## src/rtl/gth_link_ctl_pkg.sv

```systemverilog
// gth_link_ctl_pkg: shared types for the SFP0 GTH link sequencer.
// State encoding, GTH status bit positions and the all-ready mask.
package gth_link_ctl_pkg;

   typedef enum logic [2:0] {
      ST_IDLE       = 3'd0,
      ST_ASSERT_RST = 3'd1,
      ST_WAIT_PLL   = 3'd2,
      ST_WAIT_DONE  = 3'd3,
      ST_STABLE     = 3'd4,
      ST_LINKED     = 3'd5,
      ST_RETRY      = 3'd6,
      ST_FAULT      = 3'd7
   } gth_state_e;

   localparam int unsigned QPLL_LOCK = 0;
   localparam int unsigned TX_DONE   = 1;
   localparam int unsigned RX_DONE   = 2;
   localparam int unsigned CDR_LOCK  = 3;

   localparam logic [3:0] STS_ALL_READY = 4'b1111;

endpackage

```

## src/rtl/gth_sts_sync.sv

```systemverilog
// gth_sts_sync: W-bit 2-flop synchronizer, clears to 0 on reset.
// Ports: clk_i, rst_i (sync, high), d_i async in, q_o synced out.
module gth_sts_sync #(
   parameter int unsigned W = 4
) (
   input  logic         clk_i,
   input  logic         rst_i,
   input  logic [W-1:0] d_i,
   output logic [W-1:0] q_o
);

   logic [W-1:0] meta_q;
   logic [W-1:0] sync_q;

   always_ff @(posedge clk_i) begin
      if (rst_i) begin
         meta_q <= '0;
         sync_q <= '0;
      end else begin
         meta_q <= d_i;
         sync_q <= meta_q;
      end
   end

   assign q_o = sync_q;

endmodule

```

## src/rtl/gth_link_ctl.sv

```systemverilog
// gth_link_ctl: GTH bring-up / supervision sequencer (axi_clk domain).
// In: axi_clk, rst (sync high), enable, restart, gth_status[3:0].
// Out: gth_rst, link_up, fault, state[2:0], retry_cnt[3:0].
// GTH_LINK_CTL_STATS_EN adds drop_cnt[15:0], last_up_cycles[31:0].
module gth_link_ctl
   import gth_link_ctl_pkg::*;
#(
   parameter int unsigned RST_CYCLES     = 64,
   parameter int unsigned TIMEOUT_CYCLES = 2500000,
   parameter int unsigned STABLE_CYCLES  = 1024,
   parameter int unsigned MAX_RETRIES    = 7
) (
   input  logic        axi_clk,
   input  logic        rst,
   input  logic        enable,
   input  logic        restart,
   input  logic [3:0]  gth_status,
   output logic        gth_rst,
   output logic        link_up,
   output logic        fault,
   output logic [2:0]  state,
   output logic [3:0]  retry_cnt
`ifdef GTH_LINK_CTL_STATS_EN
   ,
   output logic [15:0] drop_cnt,
   output logic [31:0] last_up_cycles
`endif
);

   // One timer serves both the reset hold and the wait timeouts.
   localparam int unsigned TMR_MAX =
      (TIMEOUT_CYCLES > RST_CYCLES) ? TIMEOUT_CYCLES : RST_CYCLES;
   localparam int unsigned TW = $clog2(TMR_MAX + 1);
   localparam int unsigned SW = $clog2(STABLE_CYCLES + 1);

   localparam logic [TW-1:0] TMO_LAST  = TW'(TIMEOUT_CYCLES - 1);
   localparam logic [TW-1:0] RST_LAST  = TW'(RST_CYCLES - 1);
   localparam logic [TW-1:0] TMR_SAT   = TW'(TMR_MAX);
   localparam logic [SW-1:0] STB_LAST  = SW'(STABLE_CYCLES - 1);
   localparam logic [3:0]    RETRY_LIM = 4'(MAX_RETRIES);

   gth_state_e    state_q, state_d;
   logic [TW-1:0] tmr_q, tmr_d;
   logic [SW-1:0] stb_q, stb_d;
   logic [3:0]    retry_q, retry_d;
   logic          gth_rst_q, link_up_q, fault_q;
   logic [3:0]    sts;
   logic          tmr_clr, tmo, all_rdy, done3;

   gth_sts_sync #(.W(4)) u_sync (
      .clk_i (axi_clk),
      .rst_i (rst),
      .d_i   (gth_status),
      .q_o   (sts)
   );

   assign tmo     = (tmr_q == TMO_LAST);
   assign all_rdy = (sts == STS_ALL_READY);
   assign done3   = sts[QPLL_LOCK] & sts[TX_DONE] & sts[RX_DONE];

   always_comb begin
      state_d = state_q;
      retry_d = retry_q;
      stb_d   = '0;
      tmr_clr = 1'b0;
      if (!enable) begin
         state_d = ST_IDLE;
         retry_d = '0;
      end else if (restart) begin
         // Restart re-enters ASSERT_RST even from ASSERT_RST itself.
         state_d = ST_ASSERT_RST;
         retry_d = '0;
         tmr_clr = 1'b1;
      end else begin
         unique case (state_q)
            ST_IDLE: state_d = ST_ASSERT_RST;
            ST_ASSERT_RST: begin
               if (tmr_q == RST_LAST) state_d = ST_WAIT_PLL;
            end
            ST_WAIT_PLL: begin
               if (sts[QPLL_LOCK]) state_d = ST_WAIT_DONE;
               else if (tmo)       state_d = ST_RETRY;
            end
            ST_WAIT_DONE: begin
               if (done3)                      state_d = ST_STABLE;
               else if (!sts[QPLL_LOCK] || tmo) state_d = ST_RETRY;
            end
            ST_STABLE: begin
               // Success is tested first so it wins over a timeout.
               if (all_rdy && stb_q == STB_LAST) begin
                  state_d = ST_LINKED;
                  retry_d = '0;
               end else if (tmo) begin
                  state_d = ST_RETRY;
               end else if (all_rdy) begin
                  stb_d = stb_q + SW'(1);
               end
            end
            ST_LINKED: begin
               if (!all_rdy) state_d = ST_RETRY;
            end
            ST_RETRY: begin
               if (retry_q == RETRY_LIM) begin
                  state_d = ST_FAULT;
               end else begin
                  state_d = ST_ASSERT_RST;
                  if (retry_q != 4'hF) retry_d = retry_q + 4'd1;
               end
            end
            ST_FAULT: state_d = ST_FAULT;
            default:  state_d = ST_IDLE;
         endcase
      end
      if (tmr_clr || state_d != state_q) tmr_d = '0;
      else if (tmr_q == TMR_SAT)         tmr_d = tmr_q;
      else                               tmr_d = tmr_q + TW'(1);
   end

   // Decoded outputs are registered from state_d to move with state_q.
   always_ff @(posedge axi_clk) begin
      if (rst) begin
         state_q   <= ST_IDLE;
         tmr_q     <= '0;
         stb_q     <= '0;
         retry_q   <= '0;
         gth_rst_q <= 1'b1;
         link_up_q <= 1'b0;
         fault_q   <= 1'b0;
      end else begin
         state_q   <= state_d;
         tmr_q     <= tmr_d;
         stb_q     <= stb_d;
         retry_q   <= retry_d;
         gth_rst_q <= (state_d == ST_IDLE) ||
                      (state_d == ST_ASSERT_RST) ||
                      (state_d == ST_FAULT);
         link_up_q <= (state_d == ST_LINKED);
         fault_q   <= (state_d == ST_FAULT);
      end
   end

   assign state     = state_q;
   assign retry_cnt = retry_q;
   assign gth_rst   = gth_rst_q;
   assign link_up   = link_up_q;
   assign fault     = fault_q;

`ifdef GTH_LINK_CTL_STATS_EN
   logic [15:0] drop_q;
   logic [31:0] up_q, last_up_q, up_inc;

   // up_q is 0 in the first LINKED cycle, so the interval is up_q+1.
   assign up_inc = (up_q == 32'hFFFF_FFFF) ? up_q : up_q + 32'd1;

   always_ff @(posedge axi_clk) begin
      if (rst) begin
         drop_q    <= '0;
         up_q      <= '0;
         last_up_q <= '0;
      end else begin
         if (state_q == ST_LINKED && state_d == ST_RETRY &&
             drop_q != 16'hFFFF)
            drop_q <= drop_q + 16'd1;
         if (state_q == ST_LINKED) begin
            up_q <= up_inc;
            if (state_d != ST_LINKED) last_up_q <= up_inc;
         end else begin
            up_q <= '0;
         end
      end
   end

   assign drop_cnt       = drop_q;
   assign last_up_cycles = last_up_q;
`endif

endmodule
```

## config.mk

```make
export PLATFORM = sky130hd
export DESIGN_NAME = gth_link_ctl
export DESIGN_NICKNAME = d
export VERILOG_FILES = /design/src/rtl/gth_link_ctl_pkg.sv /design/src/rtl/gth_sts_sync.sv /design/src/rtl/gth_link_ctl.sv
export SDC_FILE = /design/constraint.sdc
export NUM_CORES = 1
export LEC_CHECK = 0
export ABC_CLOCK_PERIOD_IN_PS = 2400
export BUFFER_PORTS_ARGS = -buffer_cell sky130_fd_sc_hd__buf_2
export CORE_UTILIZATION = 40
export CTS_CLUSTER_SIZE = 14
export DETAILED_ROUTE_END_ITERATION = 8
export GPL_ROUTABILITY_DRIVEN = 0
export GPL_TIMING_DRIVEN = 1
export SYNTH_ARGS = -nofsm -noshare
export SYNTH_HDL_FRONTEND = slang
export SYNTH_HIERARCHICAL = 1
export SYNTH_SLANG_ARGS = --single-unit
```

## constraint.sdc

```tcl
create_clock -name axi_clk -period 2.4 [get_ports axi_clk]
set_input_delay 0.12 -clock axi_clk [delete_from_list [all_inputs] [get_ports axi_clk]]
set_output_delay 0.12 -clock axi_clk [all_outputs]
set_load 0.02 [all_outputs]
```

==> results by group <==
Power and ir drop
  – Pwr dens: 536 nW/um^2
  – Leak: between 0.9 and 1 nW
  – Maximum vdd drop: 0.271 mV
  – Total power draw: roughly 0.0014 W

Min path
  – Hold_sp: gth_status[2]
  – Hold Path Class: primary input to flop

Floorplan
  – CORE AREA: ~5700 um^2
  – FP Rows: 27
  – Initial core utilization: a little over two fifths
  – Die Y: between 70 and 80 um
  – Die Width: between 70 and 80 um
  – Die area: about 6400 um^2
  – I/O pins: 18

Synthesis
  – Cells after Synth: 275
  – Share of the synthesized area in the top cell type: between 40% and 50%
  – Synth Flop Type: dfxtp_1
  – Mapped Nets: around 290
  – Register area share after synthesis: between 40 and 50%
  – Commonest cells in the netlist: dfxtp_1 (51), nor2_1 (47), nand3_1 (23)
  – Area leader, netlist: dfxtp_1
  – Netlist cell types: 50
  – Synth top area cells: dfxtp_1 (42%), nor2_1 (7.3%), xor2_1 (6.9%)
  – Number of synthesized flops with an enable pin: 0
  – Syn. warnings: 6
  – Post-synthesis cell area: approximately 2400 um^2
  – Asr flop ratio synth: 0%
  – Avg Inst Size Synth: around 8.8 um^2
  – Number of synthesized register bits: 51
  – Top-count cell post-synth: dfxtp_1

Worst setup path
  – Worst setup EP type: flop
  – Worst EP required: ~2.6 ns
  – Crit. Startpoint: tmr_q[19]
  – Startpoint Class: flop
  – CP arrival: between 2 and 2.5 ns
  – Critical path, cell by cell: or4_4 -> nor2_1 -> nand4_1 -> a2111o_1 -> o2111ai_2 -> buf_12 -> nor2_1
  – Worst r2r src: tmr_q[19]
  – Buf/Inv on CP: 1
  – Crit path kind: flop to flop
  – Critical path's top delay family: simple AND/OR/NAND/NOR gates
  – Worst path slowest cell: or4_4
  – CP peak stage delay: approximately 0.55 ns
  – CP Max Fanout: 22
  – Most Frequent Cell on Critical Path: nor2_1

Clock network
  – CTS tree: done
  – Sink Count: a little over 50
  – Clock buffer depth: 2
  – Clock transition at path regs: about 0.09 ns
  – CTS Hold Bufs: 0
  – Postcts setup bufs: 0
  – Clk Latency, worst-skew pair: 0.31 ns
  – CTS Root Cell: clkbuf_8
  – Post-CTS sizing: 0
  – H-Tree Depth: 2
  – CTS buffer count: 5

Finish
  – Diodes inserted: 0
  – Register area: between 1000 and 1500 um^2
  – Share of layout cells above drive strength 1: ~16%
  – Synthesis-to-finish area growth: 10.1%
  – Area of the multi-input gates: ~1300 um^2
  – Finished Layout Cells: around 370
  – Filler cells: 570
  – # nets final: around 310

STA
  – Final min period: ~2.2 ns
  – Worst Max-Slew Pin Slew: around 0.47 ns
  – RSZ-0062 raised after global routing: no
  – Final hold vios: 0
  – FMAX: ~450 MHz
  – Slew margin rel.: between 60% and 70%
  – Skew final: around 0.0046 ns
  – Pins Over Slew Limit: 0
  – Setup tns final: 0 ns
  – Worst hold slack: between 0.01 and 0.015 ns
  – Final setup vio count: 0
  – Fin crit share: ~93%

GRT
  – Initial antenna violation count: 0
  – Grt ovf: 0
  – Vias in the first global route: between 1500 and 2000
  – Largest net degree at the start of global routing: 23
  – Total GRT Usage: between 10% and 20%
  – First-pass GRT wire length: around 8000 um

Placed design
  – PortBufs: 17
  – Dpl hpwl: ~3200 um
  – Placed Instances: 360

Drt
  – First drt pass iteration count: 5
  – DRT iter0 DRCs: about 110
  – Wirelength per Cell: ~12 um
  – DRC errors left: 0
  – Final WL: between 4000 and 5000 um
  – Final antenna-violating net count: 0
  – Vias per Instance: just over 5
  – Via count: around 1900

Status
  – Status: completed

Job
  – Max_cap viols: 0
-- report_power, final --
group	total, W	leakage, nW	internal, W	switching [W]
clock network	0.000505	0.0408	0.000209	0.000296
logic	0.0000566	0.482	0.0000256	0.0000310
registers	0.000865	0.413	0.000855	0.00000988
-- stage by stage --
stage / utilization [%] / area, um^2 / setup slack, ns
finish: 46.9 / 2660 / 0.160
detailed placement: 45.3 / 2570 / 0.165
floorplan: - / 2420 / 0.344
global route: 46.9 / 2660 / 0.0251
CTS: 46.9 / 2660 / 0.150
global placement: 45.3 / 2570 / 0.182
-- layer usage --
metal	share of wire [%]	vias to the layer above	global-route usage, %
li1	-	988	-
met2	42	39	25.4
met4	1.4	0	5.36
met3	4.0	6	3.43
met5	0	-	0
met1	53	855	21.1
-- worst reg2reg max path, cell delays in order, from the launching register on --
cell and delay [ns]:
dfxtp_1 0.35, or4_4 0.55, nor2_1 0.27, nand4_1 0.18, a2111o_1 0.41, o2111ai_2 0.11
buf_12 0.20, nor2_1 0.07
-- cells in the final DEF (no fill, tap or decap), drive strengths merged, types with 4 or more instances in the layout --
cell	Yosys	layout
a21oi	6	6
and3	9	9
buf	3	22
clkbuf	6	5
dfxtp	51	51
ha	4	4
inv	8	9
nand2	18	18
nand3	23	23
nand4	7	7
nor2	49	49
nor2b	10	10
nor3	7	7
nor4	6	6
o21ai	4	4
xnor2	12	12
xor2	19	19
-- sequential cells by signal, indices dropped and copies added, names as in the netlist --
name / count
stb_q: 11
fault: 1
tmr_q: 22
u_sync/meta_q: 4
retry_cnt: 4
link_up: 1
u_sync/q_o: 4
state: 3
gth_rst: 1
-- cell type report --
type,instances,area share [%]
clock inverters,3,0.893
inverters,8,1.13
clock buffers,5,2.58
well taps,72,3.38
multi-input cells,207,48.6
repair buffers,22,5.08
flip-flops and latches,51,38.3
-- path summary, 6_finish.rpt --
| kind | end | depth (start not counted) | slack [ns] |
|---|---|---|---|
| setup / recovery | tmr_q[16] | 7 | 0.16 |
| hold reg to reg | u_sync/q_o[3] | 1 | 0.45 |
| setup reg to reg | tmr_q[16] | 7 | 0.16 |
| hold / removal | u_sync/meta_q[2] | 2 | 0.01 |
-- kinds of logic (layout without fill, tap and decap cells) --
group	Yosys count	after routing	share of synthesized area (%)
simple gates	144	144	31.3
flops	51	51	42.2
xor+xnor	31	31	11.2
compound gates	26	26	8.02
buf+inv	17	38	4.29
fa+ha+maj	4	4	2.07
mux	2	2	0.879
No activity file was read; power rests on OpenSTA's default activity.
